### config.mk
export PLATFORM = sky130hd
export DESIGN_NAME = centroid_bank_writer_flat
export DESIGN_NICKNAME = d
export VERILOG_FILES = /design/src/rtl/centroid_bank_writer_pkg.sv /design/src/rtl/centroid_bank_writer_if.sv /design/src/rtl/centroid_bank_writer_addr_gen.sv /design/src/rtl/centroid_bank_writer.sv /design/src/flat_wrapper.sv
export SDC_FILE = /design/constraint.sdc
export NUM_CORES = 1
export LEC_CHECK = 0
export CAP_MARGIN = 20
export CORE_AREA = 2 2 217 219
export DETAILED_ROUTE_END_ITERATION = 16
export DIE_AREA = 0 0 219 221
export PLACE_DENSITY = 0.51
export SYNTH_ARGS = -nofsm -noshare
export SYNTH_HDL_FRONTEND = slang
export SYNTH_SLANG_ARGS = --single-unit
### constraint.sdc
create_clock -name clk -period 2.05 [get_ports clk]
set_clock_uncertainty 0.05 [all_clocks]
set_input_delay 0.5125 -clock clk [delete_from_list [all_inputs] [get_ports clk]]
set_output_delay 0.5125 -clock clk [all_outputs]
set_load 0.05 [all_outputs]
### src/rtl/centroid_bank_writer_pkg.sv
// rtl/centroid_bank_writer_pkg.sv - shared k-means centroid bank geometry and writer state type
package kmeansTypes;
  localparam int NUM_BANK         = 8;
  localparam int NUM_BANK_BITS    = 3;
  localparam int NUM_CLUSTER_BITS = 3;
  localparam int MAX_DEPTH_BITS   = 9;
  localparam int CHUNK_IDX_BITS   = MAX_DEPTH_BITS - NUM_BANK_BITS;
  localparam int ADDR_BITS        = NUM_CLUSTER_BITS + CHUNK_IDX_BITS;
  localparam int DATA_BITS        = NUM_BANK * 32;

  typedef enum logic [1:0] {
    IDLE,
    LOAD,
    DONE
  } cbw_state_t;
endpackage

### src/rtl/centroid_bank_writer_if.sv
// rtl/centroid_bank_writer_if.sv - centroid chunk stream in, bank write bus and load status out
interface cbw_if;
  import kmeansTypes::*;

  logic                        start;
  logic [NUM_CLUSTER_BITS:0]   num_cluster;
  logic [MAX_DEPTH_BITS:0]     data_dim;
  logic [DATA_BITS-1:0]        centroid_chunk;
  logic                        centroid_chunk_valid;
  logic                        last_chunk_of_one_centroid;
  logic                        last_chunk_of_all_centroid;
  logic [NUM_BANK-1:0]         bank_wr_en;
  logic [ADDR_BITS-1:0]        bank_wr_addr;
  logic [DATA_BITS-1:0]        bank_wr_data;
  logic                        centroids_loaded;
  logic                        load_done;
  logic                        load_busy;
  logic                        load_error;

  modport master (
    output start, num_cluster, data_dim, centroid_chunk, centroid_chunk_valid,
           last_chunk_of_one_centroid, last_chunk_of_all_centroid,
    input  bank_wr_en, bank_wr_addr, bank_wr_data, centroids_loaded,
           load_done, load_busy, load_error
  );

  modport slave (
    input  start, num_cluster, data_dim, centroid_chunk, centroid_chunk_valid,
           last_chunk_of_one_centroid, last_chunk_of_all_centroid,
    output bank_wr_en, bank_wr_addr, bank_wr_data, centroids_loaded,
           load_done, load_busy, load_error
  );
endinterface

### src/rtl/centroid_bank_writer_addr_gen.sv
// rtl/centroid_bank_writer_addr_gen.sv - cluster/chunk counters forming the shared bank address
module cbw_addr_gen
  import kmeansTypes::*;
(
  input  logic                 clk,
  input  logic                 rst_n,
  input  logic                 clear_i,
  input  logic                 adv_i,
  input  logic                 last_one_i,
  output logic [ADDR_BITS-1:0] addr_o
);
  logic [NUM_CLUSTER_BITS-1:0] cluster_idx_q, cluster_idx_d;
  logic [CHUNK_IDX_BITS-1:0]   chunk_idx_q, chunk_idx_d;

  always_comb begin
    cluster_idx_d = cluster_idx_q;
    chunk_idx_d   = chunk_idx_q;
    if (clear_i) begin
      cluster_idx_d = '0;
      chunk_idx_d   = '0;
    end else if (adv_i) begin
      chunk_idx_d = chunk_idx_q + 1'b1;
      if (last_one_i) begin
        chunk_idx_d   = '0;
        cluster_idx_d = cluster_idx_q + 1'b1;
      end
    end
  end

  always_ff @(posedge clk or negedge rst_n) begin
    if (!rst_n) begin
      cluster_idx_q <= '0;
      chunk_idx_q   <= '0;
    end else begin
      cluster_idx_q <= cluster_idx_d;
      chunk_idx_q   <= chunk_idx_d;
    end
  end

  assign addr_o = {cluster_idx_q, chunk_idx_q};
endmodule

### src/rtl/centroid_bank_writer.sv
// rtl/centroid_bank_writer.sv - scatters centroid chunk lanes into banks; KMEANS_CENTROID_CHECK_EN adds load_error
module centroid_bank_writer
  import kmeansTypes::*;
(
  input logic  clk,
  input logic  rst_n,
  cbw_if.slave bus
);
  cbw_state_t           state_q;
  logic [NUM_BANK-1:0]  wr_en_q;
  logic [ADDR_BITS-1:0] wr_addr_q;
  logic [DATA_BITS-1:0] wr_data_q;
  logic                 loaded_q;
  logic                 done_q;
  logic                 busy_q;
  logic [ADDR_BITS-1:0] addr;
  logic                 start_ok;
  logic                 chunk_in_load;

  // start is only honoured outside LOAD, and only then are the counters cleared
  assign start_ok      = bus.start && (state_q != LOAD);
  assign chunk_in_load = bus.centroid_chunk_valid && (state_q == LOAD);

  cbw_addr_gen u_addr_gen (
    .clk        (clk),
    .rst_n      (rst_n),
    .clear_i    (start_ok),
    .adv_i      (chunk_in_load),
    .last_one_i (bus.last_chunk_of_one_centroid),
    .addr_o     (addr)
  );

  always_ff @(posedge clk or negedge rst_n) begin
    if (!rst_n) begin
      state_q   <= IDLE;
      wr_en_q   <= '0;
      wr_addr_q <= '0;
      wr_data_q <= '0;
      loaded_q  <= 1'b0;
      done_q    <= 1'b0;
      busy_q    <= 1'b0;
    end else begin
      wr_en_q <= '0;
      done_q  <= 1'b0;
      case (state_q)
        IDLE, DONE: begin
          if (bus.start) begin
            loaded_q <= 1'b0;
            busy_q   <= 1'b1;
            state_q  <= LOAD;
          end
        end
        LOAD: begin
          if (bus.centroid_chunk_valid) begin
            wr_en_q   <= '1;
            wr_addr_q <= addr;
            wr_data_q <= bus.centroid_chunk;
            if (bus.last_chunk_of_all_centroid) begin
              done_q   <= 1'b1;
              loaded_q <= 1'b1;
              busy_q   <= 1'b0;
              state_q  <= DONE;
            end
          end
        end
        default: state_q <= IDLE;
      endcase
    end
  end

  assign bus.bank_wr_en       = wr_en_q;
  assign bus.bank_wr_addr     = wr_addr_q;
  assign bus.bank_wr_data     = wr_data_q;
  assign bus.centroids_loaded = loaded_q;
  assign bus.load_done        = done_q;
  assign bus.load_busy        = busy_q;

`ifdef KMEANS_CENTROID_CHECK_EN
  logic [NUM_CLUSTER_BITS:0]   num_cluster_q;
  logic [MAX_DEPTH_BITS:0]     data_dim_q;
  logic                        err_q;
  logic [NUM_CLUSTER_BITS-1:0] cluster_idx;
  logic [CHUNK_IDX_BITS-1:0]   chunk_idx;
  logic [NUM_CLUSTER_BITS:0]   clusters_seen;
  logic [CHUNK_IDX_BITS:0]     chunks_seen;
  logic [MAX_DEPTH_BITS:0]     dim_seen;
  logic                        err_cond;

  assign cluster_idx   = addr[ADDR_BITS-1:CHUNK_IDX_BITS];
  assign chunk_idx     = addr[CHUNK_IDX_BITS-1:0];
  assign clusters_seen = {1'b0, cluster_idx} + 1'b1;
  assign chunks_seen   = {1'b0, chunk_idx} + 1'b1;
  assign dim_seen      = {chunks_seen, {NUM_BANK_BITS{1'b0}}};

  assign err_cond =
      (bus.centroid_chunk_valid && (state_q != LOAD)) ||
      (chunk_in_load && bus.last_chunk_of_all_centroid && (clusters_seen != num_cluster_q)) ||
      (chunk_in_load && bus.last_chunk_of_one_centroid && (dim_seen != data_dim_q)) ||
      (chunk_in_load && (&chunk_idx) && !bus.last_chunk_of_one_centroid);

  always_ff @(posedge clk or negedge rst_n) begin
    if (!rst_n) begin
      num_cluster_q <= '0;
      data_dim_q    <= '0;
      err_q         <= 1'b0;
    end else if (start_ok) begin
      num_cluster_q <= bus.num_cluster;
      data_dim_q    <= bus.data_dim;
      err_q         <= 1'b0;
    end else if (err_cond) begin
      err_q <= 1'b1;
    end
  end

  assign bus.load_error = err_q;
`else
  assign bus.load_error = 1'b0;
`endif
endmodule
### src/flat_wrapper.sv
// flat-port wrapper written by rule: the top's interface ports become plain ports
module centroid_bank_writer_flat import kmeansTypes::*;
  (clk, rst_n, bus_start, bus_num_cluster, bus_data_dim, bus_centroid_chunk, bus_centroid_chunk_valid, bus_last_chunk_of_one_centroid, bus_last_chunk_of_all_centroid, bus_bank_wr_en, bus_bank_wr_addr, bus_bank_wr_data, bus_centroids_loaded, bus_load_done, bus_load_busy, bus_load_error);
  cbw_if bus_i ();
  input logic clk;
  input logic rst_n;
  input wire logic [$bits(bus_i.start)-1:0] bus_start;
  input wire logic [$bits(bus_i.num_cluster)-1:0] bus_num_cluster;
  input wire logic [$bits(bus_i.data_dim)-1:0] bus_data_dim;
  input wire logic [$bits(bus_i.centroid_chunk)-1:0] bus_centroid_chunk;
  input wire logic [$bits(bus_i.centroid_chunk_valid)-1:0] bus_centroid_chunk_valid;
  input wire logic [$bits(bus_i.last_chunk_of_one_centroid)-1:0] bus_last_chunk_of_one_centroid;
  input wire logic [$bits(bus_i.last_chunk_of_all_centroid)-1:0] bus_last_chunk_of_all_centroid;
  output wire logic [$bits(bus_i.bank_wr_en)-1:0] bus_bank_wr_en;
  output wire logic [$bits(bus_i.bank_wr_addr)-1:0] bus_bank_wr_addr;
  output wire logic [$bits(bus_i.bank_wr_data)-1:0] bus_bank_wr_data;
  output wire logic [$bits(bus_i.centroids_loaded)-1:0] bus_centroids_loaded;
  output wire logic [$bits(bus_i.load_done)-1:0] bus_load_done;
  output wire logic [$bits(bus_i.load_busy)-1:0] bus_load_busy;
  output wire logic [$bits(bus_i.load_error)-1:0] bus_load_error;
  assign bus_i.start = bus_start;
  assign bus_i.num_cluster = bus_num_cluster;
  assign bus_i.data_dim = bus_data_dim;
  assign bus_i.centroid_chunk = bus_centroid_chunk;
  assign bus_i.centroid_chunk_valid = bus_centroid_chunk_valid;
  assign bus_i.last_chunk_of_one_centroid = bus_last_chunk_of_one_centroid;
  assign bus_i.last_chunk_of_all_centroid = bus_last_chunk_of_all_centroid;
  assign bus_bank_wr_en = bus_i.bank_wr_en;
  assign bus_bank_wr_addr = bus_i.bank_wr_addr;
  assign bus_bank_wr_data = bus_i.bank_wr_data;
  assign bus_centroids_loaded = bus_i.centroids_loaded;
  assign bus_load_done = bus_i.load_done;
  assign bus_load_busy = bus_i.load_busy;
  assign bus_load_error = bus_i.load_error;
  centroid_bank_writer u_core (.clk(clk), .rst_n(rst_n), .bus(bus_i));
endmodule
======== Yosys cells after proc, flatten, opt, wreduce, memory -nomap -nowiden ========
Cells that the tools add are included.
storage, ports and cells
  flip-flop bits (word level) ............. 287
  input port bits ......................... 276
  output and inout port bits .............. 277
  word-level logic and storage cells ...... 51
cells by class
  add/sub/neg operators ................... 2
  equal/unequal tests ..................... 6
  mux-type cells .......................... 23
  reduce and logical (&&, ||, !) cells .... 11
operator list
  operator                                             count
  two-way mux 6 bit                                    3
  two-way mux 8 bit                                    2
  two-way mux 1 bit                                    9
  two-way mux 3 bit                                    3
  adder 6 x 1 -> 6 bit, second input constant          1
  two-way mux 2 bit                                    3
  != test 2 bit, second input constant                 3
  nonzero test 2 bit                                   3
  one-hot mux 1 bit (2 select lines)                   2
  one-hot mux 2 bit (2 select lines)                   1
  AND reduction 2 bit                                  2
  AND reduction 4 bit                                  1
  adder 3 x 1 -> 3 bit, second input constant          1
  AND reduction 3 bit                                  1
  equality test 2 x 1 -> 1 bit, second input constant  1
  equality test 2 bit, second input constant           1
  logical AND 1 bit                                    2
  logical NOT 2 bit                                    1
  != test 2 x 1 -> 1 bit, second input constant        1
  OR reduction 2 bit                                   1

======== Depth between registers and ports, before layout ========
  word-level depth ........................ 4
  mapped depth ............................ 6
  mapped depth without buffers ............ 5

======== Hierarchy ========
A second synthesis with hierarchy kept.
unflattened totals
  cell total of the unflattened synthesis .. 635
  area total of the unflattened synthesis .. 11693.7 µm²
by module, submodules not included
  module                instances  cells each  area an instance (µm²)  seq. area each (µm²)
  centroid_bank_writer  1          590         11228.3                 6781.5
  cbw_addr_gen          1          45          465.4                   225.2

======== Least setup slack after synthesis ========
OpenSTA, ideal clock, no wires.
  path kind ............................... in2reg
  from .................................... input port bus_centroid_chunk_valid
  to ...................................... register u_core.wr_data_q[100] (netlist: u_core.bus.bank_wr_data[100])
  setup time .............................. 0.125 ns
  data arrival time ....................... 1.403 ns
  required time ........................... 1.875 ns
  path slack .............................. 0.472 ns
  stages .................................. 5
  buffers on the path ..................... 3
  path through ............................ and3b_1 buf_6 buf_8 buf_8 mux2_4
on the way
  cells in the longest elaborated chain, start to end .. 1
RTL lines
  item                           line                        text
  start: declaration             flat_wrapper.sv:11          input wire logic [$bits(bus_i.centroid_chunk_valid)-1:0] bus_centroid_chunk_valid;
  AND reduction 2 bit (no line)  --
  end signal: assignment         centroid_bank_writer.sv:57  wr_data_q <= bus.centroid_chunk;
  end: declaration               centroid_bank_writer.sv:12  logic [DATA_BITS-1:0] wr_data_q;
No other way between the ends.
A chain may end at the register's enable or synchronous reset.

======== Final worst setup path ========
  from .................................... register u_core.wr_data_q[105] (netlist: u_core.bus.bank_wr_data[105])
  to ...................................... output port bus_bank_wr_data[105]
RTL lines
  item              line                text
  end: declaration  flat_wrapper.sv:16  output wire logic [$bits(bus_i.bank_wr_data)-1:0] bus_bank_wr_data;
No word-level cell between the ends.

==> qor.csv <==
metric,value,unit
Routed Antenna Nets,0,
"Reg clk slew, reported paths",0.06,ns
Synthesis Warnings,0,
mean post-synth cell area,17.9,sq um
"Critical Path, Cell by Cell",dlygate4sd2_1,
Slowest cell on crit path,dlygate4sd2_1,
Antenna Cells,0,
largest net degree at the start of global routing,58,
WP buf/inv,1,
crit path DAT,1.40,ns
# DRC,0,
total of fill cells in the finished design,4400,
Yosys reg bits,280,
CP max FO,2,
synth top area cells,"dfrtp_1, mux2_4, mux2_2",
Worst Hold Class,in -> async,
Mapped Area,11600,sq um
CTS tree,done,
Post-Synthesis Cells,651,
VDD IR max,1050,uV
share of layout cells above drive strength 1,0.505,
total of max-cap violations,0,
Layout Utilization,0.397,
Critical Path End Type,primary output,
initial antenna violation count,0,
die area,48400,sq um
post-synthesis sequential area ratio,0.602,
Reg area,7010,sq um
"reg-to-reg slack, setup",0.30,ns
biggest cell delay along the critical path,0.54,ns
Clock Sinks,280,
"Slew Viols, Final",0,
clk root buf,clkbuf_16,
Initial Utilization,0.253,
routability cong.,0.747,
slew margin rel.,0.658,
Pwr Density,2040,nW/um^2
GRT Total Usage,0.141,
crit start category,flip-flop,
Multi-input gate area,4190,sq um
"area leader, netlist",dfrtp_1,
Fin. Hold Viols,0,
setup TNS,0,ns
Post-Syn Nets,929,
CTS Buffer Depth,3,
Leak Pwr,8.50,nW
DR vias/cell,3.99,
remaining global-route overflow,0,
row count,79,
Die Span Y,221,microns
core area,46100,sq um
Port-buffer cells,537,
"CP delay by family, top",buffers and inverters,
Final Critical Period,1.97,ns
worst-margin pin slew,0.514,ns
Fin Hold WS,0.419,ns
Synth cell types,31,
WL/cell,18.7,microns
share of the synthesized area in the top cell type,0.602,
placed instance area,17200,sq um
First-pass DRT Iterations,4,
Horiz. Die Dim,219,microns
highest clock rate,508,MHz
IO Count,553,
Final Cell Area,18300,sq um
status,"finished, final reports clean",
DP Wirelength,25500,microns
vias in the first global route,8068,
htree depth,2,
Final Cycle Share,0.959,
vias post-DR,7424,
Initial DRC Count,295,
Nets,1505,
WP data required,1.49,ns
CTS Buf Count,35,
Area Overhead vs Synth,57.2,%
Final Routed Wirelength,34800,microns
worst skew pair latency,0.52,ns
critical path class,reg -> out,
first-pass GRT wire length,51700,microns
Final setup viols,0,
unrepaired setup endpoints after global routing,no,
routing by layer:
metal	global-route usage	wire, microns	up-vias
li1	-	-	3430
met1	0.166	13800	3657
met2	0.235	16800	282
met3	0.0471	3110	55
met4	0.0543	1000	0
met5	0	0	-
synth_stat cells:
library cell / number
xor2_1: 1
a311oi_1: 1
dfrtp_1: 280
o21ai_0: 11
nor2_1: 9
o21bai_1: 1
buf_6: 15
nor4_1: 1
a21oi_1: 6
buf_8: 12
nand2_1: 11
and3b_1: 1
a22o_1: 1
mux2_4: 229
mux2i_1: 1
mux2_2: 37
a31o_2: 1
and2_0: 1
conb_1: 1
buf_2: 3
nand2b_1: 2
clkbuf_1: 3
nand3_1: 2
nor3_1: 3
inv_1: 3
nand3b_1: 1
nor2b_1: 1
buf_4: 8
o31ai_1: 1
ha_1: 2
and3_1: 2
layout make-up:
cell class	count	share of cell area
Sequential cell	280	0.383
Timing Repair Buffer	580	0.284
Multi-Input combinational cell	327	0.229
Clock buffer	52	0.0591
Tap cell	607	0.0415
Clock inverter	11	0.00301
Inverter	3	0.000615
power by group:
group	switching [mW]	internal (mW)	total, mW
combinational	13.2	8.20	21.4
sequential	1.56	8.24	9.80
clock	2.43	3.65	6.08
flip-flops by register name, summed over array words and instances (netlist names):
name,cells
u_core.u_addr_gen.chunk_idx_q,6
u_core.bus.bank_wr_en,1
u_core.state_q,2
u_core.bus.load_busy,1
u_core.u_addr_gen.cluster_idx_q,3
u_core.bus.centroids_loaded,1
u_core.bus.bank_wr_addr,9
u_core.bus.load_done,1
u_core.bus.bank_wr_data,256
kinds of logic (layout without fill, tap and decap cells):
logic type,Yosys count,count (layout),synth area share
xor gates and xnor gates,1,1,0.000752
buffers and inverters,44,646,0.0384
adders and majority gates,2,2,0.00215
and+or+nand+nor,34,34,0.0138
AOI/OAI and AO/OA,22,22,0.0109
other,1,1,0.000322
DFF,280,280,0.602
muxes,267,267,0.332
layout by cell type, fill, tap and decap left out, types with 2 or more instances in the layout:
master / instances
clkbuf_16: 37
buf_4: 293
o21ai_0: 11
and3_1: 2
mux2_4: 229
dlygate4sd2_1: 12
clkinv_2: 11
buf_12: 13
clkbuf_1: 5
clkdlybuf4s50_1: 260
inv_1: 3
ha_1: 2
nor3_1: 3
a21oi_1: 6
nand2b_1: 2
nand2_1: 11
nand3_1: 2
clkbuf_8: 10
mux2_2: 37
dfrtp_1: 280
nor2_1: 9
per-stage QoR:
step | power [mW] | setup WS, ns | cells
6_report | 37.3 | 0.0833 | 1860
5_1_grt | 39.0 | 0.0130 | 1860
4_1_cts | 37.8 | 0.0243 | 1860
3_5_place_dp | 31.5 | -0.167 | 1796
3_3_place_gp | 31.5 | -0.148 | 1796
2_1_floorplan | 24.9 | 0.472 | 651
path summary, 6_finish.rpt:
| kind | startpoint | endpoint | cells after the start |
|---|---|---|---|
| hold / removal | rst_n | u_core.bus.bank_wr_data[63] | 2 |
| setup reg to reg | u_core.state_q[1] | u_core.bus.bank_wr_data[38] | 4 |
| min in group clk | u_core.u_addr_gen.cluster_idx_q[2] | u_core.u_addr_gen.cluster_idx_q[2] | 1 |
| hold reg to reg | u_core.u_addr_gen.cluster_idx_q[2] | u_core.u_addr_gen.cluster_idx_q[2] | 1 |
| setup / recovery | u_core.bus.bank_wr_data[105] | bus_bank_wr_data[105] | 1 |
| max in group asynchronous | rst_n | u_core.bus.bank_wr_data[139] | 3 |
timing repair:
action,4_1_cts,5_1_grt
setup buffers,0,0
hold buffers,1,0
gates resized for setup,12,0
setup endpoints to repair,12,0
hold endpoints to repair,37,0
No activity file was read; power rests on OpenSTA's default activity.
